==> src/rtl/ram_slave_ws.sv <==
// ram_slave_ws: wait-state RAM slave with req/ack handshake, byte enables and range check; ports clk, rst, addr, wdata, be, cs, cmd, rdata, slave_ack (+ slave_err when RAM_SLAVE_ERR_EN is defined)
module ram_slave_ws #(
  parameter logic [31:0] BASE_ADDR  = 32'h0000_0000,
  parameter int          DEPTH      = 10,
  parameter int          DATA_WIDTH = 32,
  parameter int          ADDR_WIDTH = 32,
  parameter int          RD_WAIT    = 2,
  parameter int          WR_WAIT    = 1
) (
  input  logic                    clk,
  input  logic                    rst,
  input  logic [ADDR_WIDTH-1:0]   addr,
  input  logic [DATA_WIDTH-1:0]   wdata,
  input  logic [DATA_WIDTH/8-1:0] be,
  input  logic                    cs,
  input  logic                    cmd,
  output logic [DATA_WIDTH-1:0]   rdata,
  output logic                    slave_ack
`ifdef RAM_SLAVE_ERR_EN
  ,
  output logic                    slave_err
`endif
);
  localparam int NB = DATA_WIDTH / 8;
  localparam int IW = DEPTH > 1 ? $clog2(DEPTH) : 1;
  localparam logic [ADDR_WIDTH-1:0] LO = ADDR_WIDTH'(BASE_ADDR);
  typedef enum logic [1:0] {IDLE, WAIT, ACK} state_t;
  state_t st, st_d;
  logic [3:0] cnt, cnt_d;
  logic [ADDR_WIDTH-1:0] addr_q, c_addr, off;
  logic [DATA_WIDTH-1:0] wdata_q, c_wdata;
  logic [NB-1:0] be_q, c_be;
  logic cmd_q, c_cmd, go_ack, in_rng;
  logic [IW-1:0] idx;
  logic [DATA_WIDTH-1:0] mem [DEPTH];
  // with zero wait states the access commits on the capture edge, so IDLE uses the live request
  always_comb begin
    c_addr  = st == IDLE ? addr : addr_q;
    c_wdata = st == IDLE ? wdata : wdata_q;
    c_be    = st == IDLE ? be : be_q;
    c_cmd   = st == IDLE ? cmd : cmd_q;
    off     = c_addr - LO;
    idx     = off[IW-1:0];
    in_rng  = off < ADDR_WIDTH'(DEPTH);
    st_d    = st;
    cnt_d   = cnt;
    case (st)
      IDLE: if (cs) begin
        cnt_d = cmd ? 4'(WR_WAIT) : 4'(RD_WAIT);
        st_d  = cnt_d == 4'd0 ? ACK : WAIT;
      end
      WAIT: begin
        cnt_d = cs ? cnt - 4'd1 : 4'd0;
        st_d  = !cs ? IDLE : cnt == 4'd1 ? ACK : WAIT;
      end
      default: st_d = IDLE;
    endcase
    go_ack = st_d == ACK && st != ACK;
  end
  always_ff @(posedge clk) begin
    if (rst) begin
      st      <= IDLE;
      cnt     <= '0;
      addr_q  <= '0;
      wdata_q <= '0;
      be_q    <= '0;
      cmd_q   <= 1'b0;
      rdata   <= '0;
    end else begin
      st    <= st_d;
      cnt   <= cnt_d;
      rdata <= go_ack && !c_cmd && in_rng ? mem[idx] : '0;
      if (st == IDLE && cs) begin
        addr_q  <= addr;
        wdata_q <= wdata;
        be_q    <= be;
        cmd_q   <= cmd;
      end
    end
  end
  always_ff @(posedge clk) begin
    if (!rst && go_ack && c_cmd && in_rng)
      for (int i = 0; i < NB; i++)
        if (c_be[i]) mem[idx][8*i +: 8] <= c_wdata[8*i +: 8];
  end
  assign slave_ack = st == ACK;
`ifdef RAM_SLAVE_ERR_EN
  logic err_q;
  always_ff @(posedge clk) begin
    if (rst) err_q <= 1'b0;
    else err_q <= go_ack && !in_rng;
  end
  assign slave_err = err_q;
`endif
endmodule

==> config.mk <==
export PLATFORM = sky130hd
export DESIGN_NAME = ram_slave_ws
export DESIGN_NICKNAME = d
export VERILOG_FILES = /design/src/rtl/ram_slave_ws.sv
export SDC_FILE = /design/constraint.sdc
export NUM_CORES = 1
export LEC_CHECK = 0
export ABC_AREA = 1
export CAP_MARGIN = 20
export CORE_MARGIN = 2
export CORE_UTILIZATION = 54
export DETAILED_ROUTE_END_ITERATION = 10
export PLACE_DENSITY = 0.71
export SYNTH_ARGS = -nofsm -noshare
export SYNTH_HDL_FRONTEND = slang
export SYNTH_SLANG_ARGS = --single-unit
==> constraint.sdc <==
create_clock -name clk -period 2.4 [get_ports clk]
set_input_delay 0.36 -clock clk [delete_from_list [all_inputs] [get_ports clk]]
set_output_delay 0.36 -clock clk [all_outputs]
set_load 0.005 [all_outputs]
# ---- Word-level counts from Yosys, hierarchy flattened
# Memories as Yosys holds them, arrays and structs flattened. A register that Yosys moved wholly into a read port is not among the register bits.
# Index checks and enable logic that the tools add are counted.
dict set report totals {
  ff_bits 75
  ramBits 320
  input_bits 72
  output_inout_bits 33
  wordCells 55
  mem_count 1
}
# memory depth width rd rd_clocked_by_memory_dff write_ports line
set memory_table {}
lappend memory_table {mem 10 32 1 1 1 35} ;# logic [DATA_WIDTH-1:0] mem [DEPTH];
dict set report op_classes {
  n_addsub 1
  order_cmp 1
  n_eq_ne 6
  n_mux 25
  bitwise_logic 1
  n_reduce_logical 14
}
# cell count
set ops {}
lappend ops {{$mux 32} 2}
lappend ops {{$lt 32x4->1 const B} 1}
lappend ops {{$mux 1} 13}
lappend ops {{$mux 4} 3}
lappend ops {{$mux 2} 5}
lappend ops {{$pmux 4 s2} 1}
lappend ops {{$logic_and 1x1->1} 7}
lappend ops {{$eq 2x2->1 const B} 2}
lappend ops {{$eq 4x1->1 const B} 1}
lappend ops {{$logic_not 4->1} 1}
lappend ops {{$ne 2x2->1 const B} 2}
lappend ops {{$pmux 2 s2} 1}
lappend ops {{$sub 4x1->4 const B} 1}
lappend ops {{$eq 2x1->1 const B} 1}
lappend ops {{$logic_not 1->1} 2}
lappend ops {{$logic_not 2->1} 1}
lappend ops {{$reduce_and 2->1} 1}
lappend ops {{$reduce_bool 2->1} 1}
lappend ops {{$reduce_or 2->1} 1}
lappend ops {{$not 1->1} 1}

# ---- Longest topological paths before layout
dict set report logic_depth {
  word_depth 12
  mapped_depth 14
  depth_no_buf 12
}

# ---- Worst setup path after synthesis
# No wires, ideal clock.
dict set report synth_timing {
  path_kind {flip-flop to flip-flop}
  from {register st[0]}
  to {memory mem[9][0], enable pin}
  setup_time_ns 0.370
  t_arrival_ns 1.777
  required_time_ns 2.030
  path_slack_ns 0.253
  stages_incl_launch_ff 11
  n_path_buf 3
  period_less_slack_ns 2.147
  cell_sequence {dfxtp_1 nor2_1 buf_6 nand2_1 o21ai_2 inv_2 buf_2 buf_2 nor2_2 nand2_1 nor2_1}
}
dict set report synth_via {
  elab_chain_len 9
  word_cells_on_any_way 17
  classes_between {order compare: 1; eq/ne: 3; mux: 8; reduce/logical: 5}
}
# element line
set synth_rtl {}
lappend synth_rtl {{start: declaration} 28} ;# state_t st, st_d;
lappend synth_rtl {{start signal: assignment} 70} ;# st <= st_d;
lappend synth_rtl {{parallel branches: the longest is 9 deep, another holds $lt 32x4->1} -}
lappend synth_rtl {{end: declaration} 35}
# Several ways; the timed one is not identified.

# ---- Final worst setup path
dict set report layout_timing {
  from {register st[1]}
  to {memory mem[4][29], enable pin}
}
# Same word-level chain as after synthesis.

==> results.sh <==
export IMPL_ios=105
export IMPL_cp_end_kind="flop"
export IMPL_ys_top_cells_by_count="nand2_1, edfxtp_1, nand3_1"
export IMPL_antenna_left=0
export IMPL_place_hpwl_mm=28.3
export IMPL_syn_mean_instance_area_um2=9.73
export IMPL_antenna_cells=0
export IMPL_grt_remaining_overflow=0
export IMPL_finalMaxSlewViolations=0
export IMPL_initial_core_util_pct=54.7
export IMPL_synth_compound_area_share_pct=6.24
export IMPL_port_buffers=104
export IMPL_cts_buffer_depth=3
export IMPL_die_x_um=185
export IMPL_fmax_mhz=426
export IMPL_synth_top_area_share_pct=54.1
export IMPL_critical_path_class="reg -> reg"
export IMPL_worstSetupStartpointType="flop"
export IMPL_fp_dieH_um=185
export IMPL_switching_share_pct=23.5
export IMPL_power_switching_mw=3.88
export IMPL_root_buffer="clkbuf_16"
export IMPL_r2r_setup_slack_ns=0.05
export IMPL_grtUsageMet3_pct=4.19
export IMPL_numCtsBuffers=44
export IMPL_core_area_um2=32500
export IMPL_gp_congestion=0.847
export IMPL_total_power_mw=16.5
export IMPL_setup_violations_final=0
export IMPL_p_leak_nw=8.89
export IMPL_internal_power_mw=12.6
export IMPL_hold_depth=3
export IMPL_row_count=66
export IMPL_synth_async_reset_ratio_pct=0
export IMPL_holdWs_ns=0.443
export IMPL_arrival_ns=2.58
export IMPL_rr_startpoint="st[1]"
export IMPL_timing_slew_headroom_pct=55.7
export IMPL_timing_rr_end="mem[4][29]"
export IMPL_run_status="complete, no violations"
export IMPL_antenna_found_initial=0
export IMPL_clkPwrFrac_pct=40.0
export IMPL_num_vias=13438
export IMPL_power_frac_comb_pct=10.7
export IMPL_cp_max_fo=13
export IMPL_yosysTopAreaCell="edfxtp_1"
export IMPL_stdcell_area_um2=21400
export IMPL_ir_drop_uv=478
export IMPL_synth_xor_area_share_pct=0.0493
export IMPL_drive_gt1_share_pct=10.9
export IMPL_hold_end="addr_q[4]"
export IMPL_dieArea_um2=34300
export IMPL_pwr_share_seq_pct=49.3
export IMPL_post_route_drc_count=0
export IMPL_dpl_cell_area_um2=19900
export IMPL_fin_crit_ns=2.35
export IMPL_clock_skew_final_ns=0.0195
export IMPL_grt_use_met1_pct=35.3
export IMPL_drt_pass1_iterations=6
export IMPL_initialDrtViolationCount=1384
export IMPL_finish_utilization_pct=65.9
export IMPL_synthTopCellsByArea="edfxtp_1, nand2_1, dfxtp_1"
export IMPL_p_per_area_nw_per_um2=770
export IMPL_h_tree_depth=2
export IMPL_yosys_area_share_simple_pct=22.1
export IMPL_synth_top_family_by_area="simple AND/OR/NAND/NOR gates"
export IMPL_netlist_instances=1825
export IMPL_fin_crit_sh_pct=97.8
export IMPL_area_growth_syn_to_layout_pct=20.4
export IMPL_busiest_layer="met2"
export IMPL_cp_required_ns=2.63
export IMPL_seq_area_frac_synth_pct=66.2
export IMPL_cap_viol_max_count=0
export IMPL_reg2regPathDepth=9
export IMPL_grt_pass1_wl_mm=69.5
export IMPL_hold_class="in -> reg"
export IMPL_min_delay_start="addr[4]"
export IMPL_synth_edff_count=320
export IMPL_clk_latency_ns=0.53
export IMPL_cts_clk_slew_worst_paths_ns=0.06
export IMPL_synth_fp_nets=1899
export IMPL_synth_most_common_cell="nand2_1"
export IMPL_cts_tree="done"
export IMPL_met2_usage_pct=44.8
export IMPL_synth_adder_area_share_pct=0.141
export IMPL_grt_max_degree=65
export IMPL_vias_per_cell=5.43
export IMPL_clock_sinks=427
export IMPL_worst_slew_pin_transition_ns=0.665
export IMPL_grt_pass1_vias=13088
export IMPL_ys_warnings_count=0
export IMPL_syn_area_um2=17800
export IMPL_critical_path_cell_chain="nor2_4, nand2_1, o21ai_4, buf_4, inv_2, nor2_2, nand2_1, nor2_1, buf_4"
export IMPL_critPathMaxStageDelay_ns=0.35
export IMPL_routed_wl_mm=44.5
export IMPL_grt_total_usage_pct=26.6
export IMPL_layout_nets=2075
export IMPL_timing_setup_tns_ns=0
export IMPL_ys_ff_latch=427
export IMPL_slowest_stage="dfxtp_1"
export IMPL_synth_area_mux_share_pct=0
export IMPL_ys_flop_type="edfxtp_1"
export IMPL_wl_per_cell_um=18.0
export IMPL_yosysUniqueCellTypes=29
export IMPL_hold_viol_final=0
## kinds of logic after synthesis
kind of cell / count (synthesis)
AOI/OAI and AO/OA: 214
xor gates and xnor gates: 1
adders and majority gates: 2
buffers and inverters: 225
DFF: 427
and+or+nand+nor: 956
## area by class of cell
cell class                 count  area [um2]
clock buffer                  59        1200
clock inverter                21         203
fill                        2538       11100
inverter                     118         444
multi-input combinational   1173        5090
sequential                   427       11800
tap                          442         553
timing repair buffer         237        2140
## cell usage in the layout (no fill, tap or decap), types with 9 or more instances in the layout
| master | instances |
|---|---|
| o21ai_1 | 27 |
| dfxtp_1 | 106 |
| a211oi_1 | 9 |
| edfxtp_1 | 320 |
| o21ai_0 | 137 |
| nand3_1 | 196 |
| nor2_1 | 145 |
| clkinv_1 | 9 |
| a21oi_1 | 37 |
| nand2_1 | 590 |
| clkbuf_16 | 45 |
| clkbuf_1 | 12 |
| inv_1 | 113 |
| clkdlybuf4s50_1 | 104 |
| buf_4 | 123 |
## through the flow
step	worst slack, ns	instances
2_1_floorplan	0.253	1825
3_3_place_gp	-0.0848	2395
3_5_place_dp	-0.117	2396
4_1_cts	0.0638	2476
5_1_grt	-0.0122	2477
6_report	0.0524	2477
## sequential cells by signal, summed over array words and instances (netlist names)
register	count
addr_q	32
be_q	4
cmd_q	1
cnt	4
mem	320
rdata	32
st	2
wdata_q	32
## metal layers
layer  share of wire, %  wire (um)  vias to the layer above
met4                2.9       1300                        0
met2                 48      21400                      613
met5                  0          0                        -
met3                8.3       3670                       98
met1                 41      18100                     6303
li1                   -          -                     6424
## timing repair
item / in CTS / in global routing
pin swaps: 0 / 1
endpoints found under the setup margin: 31 / 84
resized for setup: 3 / 6
hold buffers: 0 / 0
buffers inserted: 0 / 1
## how the worst max path moves through the flow
stage / start / to / slack [ns]
floorplan: st[0] / mem[9][0] / 0.25
global placement: addr[29] / mem[7][15] / -0.08
detailed placement: addr[29] / mem[2][11] / -0.12
CTS: st[0] / mem[4][24] / 0.06
global route: st[1] / mem[4][24] / -0.01
finish: st[1] / mem[4][29] / 0.05
## power by group through the flow
stage / combinational (mW) / sequential, mW / clock, mW
after floorplan: 1.02 / 8.27 / 0
after global placement: 1.68 / 8.27 / 0
after detailed placement: 1.71 / 8.28 / 0
after CTS: 1.73 / 8.12 / 6.68
after global routing: 1.94 / 8.13 / 6.98
final: 1.75 / 8.12 / 6.59
## critical path: cells and delay by family, from the launching register on
family | cells | cell delay, ns
and+or+nand+nor | 5 | 1.04
AOI/OAI and AO/OA | 1 | 0.10
buffers and inverters | 3 | 0.55
DFF | 1 | 0.35
Power figures use the tool's default switching activity.
